$ cat src/rtl/alu_arbiter.sv
// alu_arbiter: two-port round-robin arbiter and sequencer for the shared 32-bit ALU.
// Latency: accept in cycle t, resp_valid in cycle t+2; one op in flight, 3-cycle minimum issue interval.
// Backpressure: response held stable until resp_ready of the granted port; no request accepted meanwhile.
// Build option: define ALU_ARB_FIXED_PRIO_EN for fixed priority (requester 0 wins ties).
module alu_arbiter #(
    parameter int WIDTH = 32,
    parameter int OP_W  = 3
) (
    input  logic             clk,
    input  logic             rst,
    input  logic [1:0]       req_valid,
    output logic [1:0]       req_ready,
    input  logic [WIDTH-1:0] req_a0,
    input  logic [WIDTH-1:0] req_a1,
    input  logic [WIDTH-1:0] req_b0,
    input  logic [WIDTH-1:0] req_b1,
    input  logic [OP_W-1:0]  req_op0,
    input  logic [OP_W-1:0]  req_op1,
    output logic [1:0]       resp_valid,
    input  logic [1:0]       resp_ready,
    output logic [WIDTH-1:0] resp_data,
    output logic             resp_cout,
    output logic             resp_err,
    output logic [WIDTH-1:0] alu_a,
    output logic [WIDTH-1:0] alu_b,
    output logic [OP_W-1:0]  alu_control,
    input  logic [WIDTH-1:0] alu_dout,
    input  logic             alu_cout
);

    typedef enum logic [1:0] {
        S_IDLE = 2'd0,
        S_EXEC = 2'd1,
        S_RESP = 2'd2
    } state_t;

    state_t           state_q;
    logic             grant_q;
    logic             err_q;
    logic             arith_q;
    logic [1:0]       resp_valid_q;
    logic [WIDTH-1:0] resp_data_q;
    logic             resp_cout_q;
    logic             resp_err_q;
    logic [WIDTH-1:0] alu_a_q;
    logic [WIDTH-1:0] alu_b_q;
    logic [OP_W-1:0]  alu_control_q;
`ifndef ALU_ARB_FIXED_PRIO_EN
    logic             last_grant_q;
`endif

    logic             win_d;
    logic [OP_W-1:0]  op_d;
    logic             illegal_d;
    logic             arith_d;

    // Pick the winner among valid requesters and decode its opcode.
    always_comb begin
        win_d = 1'b0;
`ifdef ALU_ARB_FIXED_PRIO_EN
        win_d = ~req_valid[0];
`else
        if (&req_valid) begin
            win_d = ~last_grant_q;
        end else begin
            win_d = req_valid[1];
        end
`endif
        op_d      = win_d ? req_op1 : req_op0;
        // Opcodes with both upper bits set are illegal.
        illegal_d = op_d[2] & op_d[1];
        // Only ADD/SUB produce a meaningful carry; the ALU leaves it stale otherwise.
        arith_d   = op_d[2] & ~op_d[1];
    end

    assign req_ready   = (state_q == S_IDLE && |req_valid) ? (win_d ? 2'b10 : 2'b01) : 2'b00;
    assign resp_valid  = resp_valid_q;
    assign resp_data   = resp_data_q;
    assign resp_cout   = resp_cout_q;
    assign resp_err    = resp_err_q;
    assign alu_a       = alu_a_q;
    assign alu_b       = alu_b_q;
    assign alu_control = alu_control_q;

    // Sequencer FSM: accept -> drive ALU -> capture result -> hold response until taken.
    always_ff @(posedge clk or posedge rst) begin
        if (rst) begin
            state_q       <= S_IDLE;
            grant_q       <= 1'b0;
            err_q         <= 1'b0;
            arith_q       <= 1'b0;
            resp_valid_q  <= 2'b00;
            resp_data_q   <= '0;
            resp_cout_q   <= 1'b0;
            resp_err_q    <= 1'b0;
            alu_a_q       <= '0;
            alu_b_q       <= '0;
            alu_control_q <= '0;
`ifndef ALU_ARB_FIXED_PRIO_EN
            last_grant_q  <= 1'b1;
`endif
        end else begin
            case (state_q)
                S_IDLE: begin
                    if (|req_valid) begin
                        alu_a_q       <= win_d ? req_a1 : req_a0;
                        alu_b_q       <= win_d ? req_b1 : req_b0;
                        // Illegal ops still go through EXEC but the ALU sees a harmless control.
                        alu_control_q <= illegal_d ? '0 : op_d;
                        err_q         <= illegal_d;
                        arith_q       <= arith_d;
                        grant_q       <= win_d;
                        state_q       <= S_EXEC;
                    end
                end
                S_EXEC: begin
                    resp_data_q  <= err_q ? '0 : alu_dout;
                    resp_cout_q  <= arith_q & ~err_q & alu_cout;
                    resp_err_q   <= err_q;
                    resp_valid_q <= grant_q ? 2'b10 : 2'b01;
                    state_q      <= S_RESP;
                end
                S_RESP: begin
                    if (resp_ready[grant_q]) begin
                        resp_valid_q <= 2'b00;
`ifndef ALU_ARB_FIXED_PRIO_EN
                        last_grant_q <= grant_q;
`endif
                        state_q      <= S_IDLE;
                    end
                end
                default: begin
                    state_q <= S_IDLE;
                end
            endcase
        end
    end

endmodule
$ cat config.mk
export PLATFORM = sky130hd
export DESIGN_NAME = alu_arbiter
export DESIGN_NICKNAME = d
export VERILOG_FILES = /design/src/rtl/alu_arbiter.sv
export SDC_FILE = /design/constraint.sdc
export NUM_CORES = 1
export LEC_CHECK = 0
export ABC_AREA = 0
export BUFFER_PORTS_ARGS = -buffer_cell sky130_fd_sc_hd__buf_2
export CAP_MARGIN = 10
export CELL_PAD_IN_SITES_DETAIL_PLACEMENT = 0
export CELL_PAD_IN_SITES_GLOBAL_PLACEMENT = 2
export CORE_UTILIZATION = 27
export CTS_CLUSTER_DIAMETER = 120
export DETAILED_ROUTE_END_ITERATION = 10
export PLACE_DENSITY_LB_ADDON = 0.15
export SLEW_MARGIN = 10
export SYNTH_ARGS = -nofsm -noshare
export SYNTH_HDL_FRONTEND = slang
export SYNTH_SLANG_ARGS = --single-unit
$ cat constraint.sdc
create_clock -name clk -period 9.3 [get_ports clk]
set_input_delay 1.86 -clock clk [delete_from_list [all_inputs] [get_ports clk]]
set_output_delay 1.86 -clock clk [all_outputs]
set_load 0.1 [all_outputs]
==> results of run 1 <==
-- registers in the layout (all words and copies together) (netlist names) --
| name | count |
|---|---|
| resp_cout | 1 |
| alu_a | 32 |
| resp_data | 32 |
| resp_err | 1 |
| state_q | 2 |
| resp_valid | 2 |
| grant_q | 1 |
| alu_b | 32 |
| alu_control | 2 |
| err_q | 1 |
| last_grant_q | 1 |
| arith_q | 1 |
-- cell usage in the layout, fill, tap and decap left out, types with 2 or more instances in the layout --
master	instances
buf_2	277
dfrtp_1	107
and3_1	64
a221o_1	64
nand2b_1	38
nand2_1	38
o21ai_0	26
clkbuf_16	9
o21ai_1	8
a21oi_1	4
mux2_1	4
bufinv_16	4
buf_4	4
nor2_1	3
mux2i_1	3
inv_1	2
nor3b_1	2
clkbuf_1	2
-- metal layers --
metal | global-route usage | up-vias
met4 | 0.0687 | 0
met5 | 0 | -
li1 | - | 2062
met1 | 0.212 | 1994
met2 | 0.277 | 185
met3 | 0.0524 | 19
-- tightest hold or removal path, delay by kind of cell (launching register included) --
family | cells | cell delay (ps)
flops | 1 | 340
compound gates | 1 | 60
simple gates | 1 | 40
-- stage by stage --
step | instance area [sq um] | std cells | utilization
floorplan | 4790 | 423 | -
global placement | 6280 | 887 | 0.363
detailed placement | 6280 | 887 | 0.363
CTS | 6650 | 903 | 0.384
global route | 6650 | 903 | 0.384
finish | 6650 | 903 | 0.384
-- worst max path at each step --
| stage | startpoint | endpoint | slack (ps) | depth (start not counted) |
|---|---|---|---|---|
| floorplan | req_valid[1] | req_ready[1] | 3300 | 2 |
| global placement | req_valid[1] | req_ready[0] | 4060 | 4 |
| detailed placement | req_valid[1] | req_ready[0] | 4040 | 4 |
| CTS | req_valid[1] | req_ready[0] | 4040 | 4 |
| global route | req_valid[1] | req_ready[0] | 3980 | 4 |
| finish | req_valid[1] | req_ready[0] | 4060 | 4 |
-- area by class of cell --
class                      count  area, sq um  area share
clock inverter                 4          120      0.0181
clock buffer                  12          246      0.0371
sequential                   108         2700       0.407
tap                          225          282      0.0424
timing repair buffer         281         1420       0.213
multi-input combinational    270         1860       0.280
inverter                       3         13.8     0.00207
-- cells by family (layout without fill, tap and decap cells) --
group / after synthesis / in the layout / share of synthesized area
muxes: 7 / 7 / 0.0157
and+or+nand+nor: 152 / 152 / 0.179
AOI/OAI and AO/OA: 111 / 111 / 0.190
DFF: 108 / 108 / 0.564
buffers and inverters: 45 / 300 / 0.0509
==> out/metrics.yaml, run 1 <==
timing:
  relSlewSlack: 0.249
  fin_skew_ps: 11.3
  hold_viol: 0
  min_period_ps: 5240
  rsz0062_at_grt: "false"
  clock.fmax_mhz: 191
  fin_setup_tns_ps: 0
  maxSlewViolCount: 0
  finalCritPeriodShare: 0.563
  setup_slack_ps: 4060
  setup_viol: 0
  worst_pin_slew_ps: 1130
  whs_ps: 472
outcome:
  status: "finished, final reports clean"
setup_path:
  cp_num_buf_inv: 2
  critPathMaxFanout: 66
  worstReg2RegEnd: "alu_b[10]"
  r2r_start: "state_q[0]"
  cp_common_cell: "buf_2"
  crit_chain: "buf_2 > nand2b_1 > and3_4 > buf_2"
  worstRegToRegCells: 5
  r2r_setup_slack_ps: 6750
  cp_data_arrival_time_ps: 3380
  cp_data_required_time_ps: 7440
  cp_slowest_cell: "and3_4"
  critical-path-top-delay-family: "simple AND/OR/NAND/NOR gates"
  critPathKind: "in -> out"
  crit_path_max_incr_delay_ps: 700
  cp-start-kind: "input port"
  end_kind: "primary output"
min_path:
  whs_path_depth: 2
  whs_endpoint: "resp_data[18]"
  hold_class: "reg -> reg"
  min_from: "resp_data[18]"
placement:
  pre_cts_ws_ps: 4040
  portBuffers: 277
  dpl.hpwl_um: 10900
  gp_congestion: 0.730
synthesis:
  syn_inst: 423
  synth_top_area_cell: "dfrtp_1"
  synth_area_sq_mm: 0.00479
  synth_edf_count: 0
  ys_warn_count: 0
  synth.top_cells.by_count: "107 x dfrtp_1, 64 x a221o_1, 64 x and3_1"
  syn-num-nets: 596
  ys_ff_latch: 108
  synth_area_per_cell_sq_um: 11.3
  ys_types: 33
  synth_top_area_frac: 0.558
  synthMostInstantiatedCell: "dfrtp_1"
  synth-seq-area-share: 0.564
  yosys-top-cells-area: "dfrtp_1 56%, a221o_1 13%, and3_1 8.4%, nand2b_1 5.1%, nand2_1 3.0%"
  synth_flop_cell: "dfrtp_1"
  synth-async-reset-ratio: 1.00
floorplan:
  ios: 278
  core_area_sq_mm: 0.0173
  start_util: 0.277
  die_h_um: 135
  die_x_um: 135
  num_rows: 48
  die_area_sq_mm: 0.0183
clock_tree:
  numCtsBuffers: 9
  cts_tree: "done"
  cts-root-buf: "clkbuf_16"
  path_clk_slew_ps: 70
  cts_hold_buf: 0
  clk_latency_ps: 350
  cts_resized: 0
  htree_num_levels: 3
  cts.sinks: 108
  cts_buffer_depth: 2
  cts_setup_buffers: 0
routing:
  avgViaCountPerCell: 4.72
  met3_length_um: 1350
  wire_per_inst_um: 17.3
  drt-met1-wl_um: 6710
  drt_iter0_drc: 219
  detail-route-antenna-nets: 0
  drc: 0
  drt_first_pass_iters: 6
  dr_wl_met2_um: 7200
  vias: 4260
  drt_wl_total_um: 15600
  top_layer: "met4"
global_route:
  track_usage: 0.171
  grt_pass1_vias: 4409
  grt_max_degree: 71
  antenna_found_initial: 0
  overflow: 0
  grt_pass1_wl_um: 23800
final_layout:
  num_antenna_cells: 0
  nets: 846
  fillerInstances: 1787
  area_growth_pct: 38.6
  drive_gt1_frac: 0.447
run:
  drv_cap: 0
Power of run 1 is not shown: default switching activity piles up to over one toggle a cycle in this logic, so the estimate is an artifact.
==> run 2: changes to the inputs <==
--- a/config.mk
+++ b/config.mk
@@ -5,12 +5,12 @@
 export SDC_FILE = /design/constraint.sdc
 export NUM_CORES = 1
 export LEC_CHECK = 0
-export ABC_AREA = 0
+export ABC_AREA = 1
 export BUFFER_PORTS_ARGS = -buffer_cell sky130_fd_sc_hd__buf_2
 export CAP_MARGIN = 10
 export CELL_PAD_IN_SITES_DETAIL_PLACEMENT = 0
 export CELL_PAD_IN_SITES_GLOBAL_PLACEMENT = 2
-export CORE_UTILIZATION = 27
+export CORE_UTILIZATION = 23
 export CTS_CLUSTER_DIAMETER = 120
 export DETAILED_ROUTE_END_ITERATION = 10
 export PLACE_DENSITY_LB_ADDON = 0.15
==> constraint.sdc (replaced) <==
create_clock -name clk -period 5.3 [get_ports clk]
set_input_delay 1.06 -clock clk [delete_from_list [all_inputs] [get_ports clk]]
set_output_delay 1.06 -clock clk [all_outputs]
set_load 0.1 [all_outputs]
==> out/metrics.yaml, run 2 <==
timing:
  setup_viol: 0  # unchanged
  finalCritPeriodShare: 0.589
  setup_slack_ps: 2180  # was 4060 ps
  relSlewSlack: 0.398  # was 0.249
  min_period_ps: 3120
  worst_pin_slew_ps: 904  # was 1130 ps
  rsz0062_at_grt: "false"  # unchanged
  fin_setup_tns_ps: 0  # unchanged
  fin_skew_ps: 6.12  # was 11.3 ps
  clock.fmax_mhz: 321
  maxSlewViolCount: 0  # unchanged
  hold_viol: 0  # unchanged
setup_path:
  cp-start-kind: "input port"  # unchanged
  cp_common_cell: "buf_2"  # unchanged
  cp_data_required_time_ps: 4240  # was 7440 ps
  cp_data_arrival_time_ps: 2060  # was 3380 ps
  end_kind: "primary output"  # unchanged
  critPathMaxFanout: 7  # was 66
  cp_slowest_cell: "buf_2"  # was and3_4
  crit_chain: "buf_2 > nand2_1 > nand2_2 > inv_2 > nor2_4 > buf_2"  # was buf_2 > nand2b_1 > and3_4 > buf_2
  critPathKind: "in -> out"  # unchanged
  crit_path_max_incr_delay_ps: 430  # was 700 ps
clock_tree:
  cts_hold_buf: 0  # unchanged
  cts_setup_buffers: 0  # unchanged
  cts-root-buf: "clkbuf_16"  # unchanged
  clk_latency_ps: 340  # was 350 ps
  cts_tree: "done"  # unchanged
  cts.sinks: 108  # unchanged
  numCtsBuffers: 9  # unchanged
  path_clk_slew_ps: 70  # about the same
  cts_buffer_depth: 2  # unchanged
  cts_resized: 0  # unchanged
  htree_num_levels: 3  # unchanged
floorplan:
  start_util: 0.236  # was 0.277
  die_x_um: 141  # was 135 um
  ios: 278  # unchanged
  num_rows: 50  # was 48
  die_area_sq_mm: 0.0199  # was 0.0183 sq mm
  core_area_sq_mm: 0.0188  # was 0.0173 sq mm
  die_h_um: 141  # was 135 um
run:
  drv_cap: 0  # unchanged
routing:
  detail-route-antenna-nets: 0  # unchanged
  drt_wl_total_um: 15000  # was 15600 um
  avgViaCountPerCell: 4.29  # was 4.72
  drc: 0  # unchanged
  drt_iter0_drc: 159  # was 219
  drt_first_pass_iters: 8  # was 6
  vias: 4373  # was 4260
  wire_per_inst_um: 14.7  # was 17.3 um
synthesis:
  synth_area_sq_mm: 0.00445  # was 0.00479 sq mm
  synth_top_area_cell: "dfrtp_1"  # unchanged
  synth-seq-area-share: 0.607  # was 0.564
  yosys-top-cells-area: "dfrtp_1 60%, nand2_1 19%, nand3_1 8.1%, a22o_1 6.3%, buf_4 2.0%"  # was dfrtp_1 56%, a221o_1 13%, and3_1 8.4%, nand2b_1 5.1%, nand2_1 3.0%
  ys_ff_latch: 108  # unchanged
  synth_edf_count: 0  # unchanged
  synth_top_area_frac: 0.601  # was 0.558
  syn_inst: 488  # was 423
  synth-async-reset-ratio: 1.00  # unchanged
  ys_warn_count: 0  # unchanged
  synth.top_cells.by_count: "221 x nand2_1, 107 x dfrtp_1, 72 x nand3_1"  # was 107 x dfrtp_1, 64 x a221o_1, 64 x and3_1
  ys_types: 17  # was 33
  synth_flop_cell: "dfrtp_1"  # unchanged
  synth_area_per_cell_sq_um: 9.12  # was 11.3 sq um
  syn-num-nets: 661  # was 596
  synthMostInstantiatedCell: "nand2_1"  # was dfrtp_1
global_route:
  grt_pass1_vias: 4418  # was 4409
  track_usage: 0.153  # was 0.171
  overflow: 0  # unchanged
  antenna_found_initial: 4  # was 0
  grt_pass1_wl_um: 23500  # was 23800 um
  grt_max_degree: 71  # unchanged
placement:
  gp_congestion: 0.756  # was 0.730
  dpl.hpwl_um: 10300  # was 10900 um
  dp.cells: 1001  # was 887
  pre_cts_ws_ps: 2180  # was 4040 ps
  portBuffers: 277  # unchanged
min_path:
  hold_class: "reg -> reg"  # unchanged
final_layout:
  nets: 925  # was 846
  area_growth_pct: 42.8  # was 38.6%
  mostFrequentLayoutCell: "buf_2"  # unchanged
  fillerInstances: 2052  # was 1787
  final_cell_mix: "277 x buf_2, 221 x nand2_1, 107 x dfrtp_1"  # was 277 x buf_2, 107 x dfrtp_1, 64 x and3_1, 64 x a221o_1
  drive_gt1_frac: 0.406  # was 0.447
  final_cells: 1019  # was 903
outcome:
  status: "finished, final reports clean"  # unchanged
run 2: kinds of logic after synthesis:
| group | synth area share |
|---|---|
| AOI/OAI and AO/OA | 0.0708 |
| buffers and inverters | 0.0450 |
| DFF | 0.607 |
| and+or+nand+nor | 0.277 |
run 2: per-layer routing:
layer,part of all wire,track usage,vias up
met1,0.40,0.174,2057
met4,0.015,0.0526,2
met3,0.092,0.0564,14
met5,0.00080,0,-
li1,-,-,2113
met2,0.49,0.264,187
run 2: through the flow:
stage                     hold WS (ps)   util  area, sq um
after CTS                          484  0.337         6350
final                              480  0.338         6360
after global routing               509  0.338         6360
after global placement             458  0.322         6070
after detailed placement           462  0.322         6070
after floorplan                    450      -         4450
run 2: path summary, 6_finish.rpt:
path / startpoint / endpoint / slack, ps / cells past startpoint
worst max register to register: last_grant_q / alu_b[16] / 3360 / 7
worst min register to register: resp_cout / resp_cout / 480 / 2
worst max-delay path: req_valid[0] / req_ready[0] / 2180 / 6
max in group asynchronous: rst / alu_a[16] / 3280 / 3
min in group asynchronous: rst / alu_b[26] / 880 / 2
worst min-delay path: resp_cout / resp_cout / 480 / 2
run 2: critical path: cells and delay by family:
family	cells	cell delay [ps]
and+or+nand+nor	3	390
buffers and inverters	3	610
run 2: layout make-up:
| cell class | instances | area [sq um] | share of cell area |
|---|---|---|---|
| Sequential cell | 108 | 2700 | 0.425 |
| Antenna cell | 2 | 5.00 | 0.000787 |
| Tap cell | 260 | 325 | 0.0512 |
| Clock inverter | 6 | 47.5 | 0.00748 |
| Inverter | 8 | 32.5 | 0.00512 |
| Multi-Input combinational cell | 342 | 1570 | 0.248 |
| Timing Repair Buffer | 283 | 1430 | 0.225 |
| Clock buffer | 10 | 239 | 0.0376 |
Power of run 2 is left out for the same reason.
==> run 3: changes to the inputs <==
--- a/config.mk
+++ b/config.mk
@@ -10,7 +10,7 @@
 export CAP_MARGIN = 10
 export CELL_PAD_IN_SITES_DETAIL_PLACEMENT = 0
 export CELL_PAD_IN_SITES_GLOBAL_PLACEMENT = 2
-export CORE_UTILIZATION = 23
+export CORE_UTILIZATION = 21
 export CTS_CLUSTER_DIAMETER = 120
 export DETAILED_ROUTE_END_ITERATION = 10
 export PLACE_DENSITY_LB_ADDON = 0.15
==> constraint.sdc (replaced) <==
create_clock -name clk -period 2.62 [get_ports clk]
set_input_delay 0.524 -clock clk [delete_from_list [all_inputs] [get_ports clk]]
set_output_delay 0.524 -clock clk [all_outputs]
set_load 0.1 [all_outputs]
==> out/metrics.yaml, run 3 (same netlist as run 2, synthesis figures left out) <==
timing:
  finalCritPeriodShare: 0.873
  maxSlewViolCount: 0  # unchanged
  min_period_ps: 2290
  fin_setup_tns_ps: 0  # unchanged
  rsz0062_at_grt: "false"  # unchanged
  relSlewSlack: 0.483  # was 0.398
  fin_skew_ps: 7.00  # was 6.12 ps
  hold_viol: 0  # unchanged
  worst_pin_slew_ps: 776  # was 904 ps
  clock.fmax_mhz: 437
  setup_viol: 0  # unchanged
setup_path:
  cp_data_arrival_time_ps: 1760  # was 2060 ps
  critPathMaxFanout: 7  # unchanged
  cp_data_required_time_ps: 2100  # was 4240 ps
  crit_chain: "nand2_1 > nand2_2 > inv_2 > nor2_4 > buf_2"  # was buf_2 > nand2_1 > nand2_2 > inv_2 > nor2_4 > buf_2
  cp-start-kind: "flop"  # was input port
  cp_slowest_cell: "dfstp_2"  # was buf_2
  crit_path_max_incr_delay_ps: 550  # was 430 ps
  end_kind: "primary output"  # unchanged
  critical-path-top-delay-family: "flip-flops"  # was buffers and inverters
  critPathKind: "reg -> out"  # was in -> out
  cp_num_buf_inv: 2  # was 3
final_layout:
  drive_gt1_frac: 0.406  # about the same
  area_growth_pct: 44.7  # was 42.8%
  nets: 926  # was 925
  final_cells: 1029  # was 1019
  final_cell_mix: "277 x buf_2, 221 x nand2_1, 107 x dfrtp_1"  # unchanged
  mostFrequentLayoutCell: "buf_2"  # unchanged
routing:
  drt-met1-wl_um: 6600  # was 6010 um
  drc: 0  # unchanged
  detail-route-antenna-nets: 0  # unchanged
  met3_length_um: 1320  # was 1370 um
  vias: 4326  # was 4373
  drt_iter0_drc: 160  # was 159
  dr_wl_met2_um: 7260  # was 7350 um
  wire_per_inst_um: 14.9  # was 14.7 um
  top_layer: "met4"  # was met5
  drt_wl_total_um: 15300  # was 15000 um
  drt_first_pass_iters: 4  # was 8
  avgViaCountPerCell: 4.20  # was 4.29
global_route:
  antenna_found_initial: 1  # was 4
  grt_pass1_wl_um: 24000  # was 23500 um
  grt_max_degree: 70  # was 71
  grt_pass1_vias: 4302  # was 4418
  track_usage: 0.142  # was 0.153
  overflow: 0  # unchanged
floorplan:
  ios: 278  # unchanged
  num_rows: 52  # was 50
  start_util: 0.217  # was 0.236
  core_area_sq_mm: 0.0205  # was 0.0188 sq mm
  die_area_sq_mm: 0.0218  # was 0.0199 sq mm
  die_h_um: 148  # was 141 um
  die_x_um: 148  # was 141 um
clock_tree:
  cts_resized: 0  # unchanged
  cts_tree: "done"  # unchanged
  path_clk_slew_ps: 80  # was 70 ps
  cts-root-buf: "clkbuf_16"  # unchanged
  cts_setup_buffers: 0  # unchanged
  htree_num_levels: 3  # unchanged
  cts_hold_buf: 0  # unchanged
  cts_buffer_depth: 2  # unchanged
  cts.sinks: 108  # unchanged
  numCtsBuffers: 9  # unchanged
  clk_latency_ps: 350  # was 340 ps
placement:
  dpl.hpwl_um: 10600  # was 10300 um
  gp_congestion: 0.715  # was 0.756
  portBuffers: 277  # unchanged
  dp.cells: 1012  # was 1001
min_path:
  hold_class: "in -> async"  # was reg -> reg
outcome:
  status: "finished, final reports clean"  # unchanged
run:
  drv_cap: 0  # unchanged
==> run 3: changes by cell type in the layout (fill, tap and decap cells not counted), sizes merged <==
cell	delta
buf	+1
bufinv	+1
clkinv	-3
clkinvlp	+3
diode	-1
inv	-1
==> run 3: per-layer routing <==
layer  global-route usage  up-vias
met5                    0        -
met4               0.0340        0
met3               0.0500        7
met2                0.233      174
met1                0.177     2033
li1                     -     2112
==> run 3: layout make-up <==
type                            instances  area, sq um
Antenna cell                            1         2.50
Tap cell                              270          338
Clock buffer                           10          239
Sequential cell                       108         2700
Clock inverter                          6         72.6
Inverter                                8         33.8
Multi-Input combinational cell        342         1570
Timing Repair Buffer                  284         1480
Fill cell                            2234        14100
==> run 3: final timing paths <==
check,startpoint,to,slack (ps),depth (start not counted)
max in group asynchronous,rst,last_grant_q,1610,3
min reg2reg,resp_cout,resp_cout,480,2
max reg2reg,last_grant_q,alu_a[28],680,7
min,rst,alu_b[22],280,2
max,last_grant_q,req_ready[0],330,5
min in group clk,req_a0[7],alu_a[7],370,3
==> run 3: stage by stage <==
stage                     setup slack, ps   util  cell area [sq um]  hold slack, ps
final                                 332  0.314               6440             278
after global placement                596  0.299               6130             461
after global routing                  250  0.314               6440             306
after detailed placement              541  0.299               6130             461
after floorplan                       684      -               4460             450
after CTS                             307  0.314               6440             282
Power of run 3 is left out for the same reason.
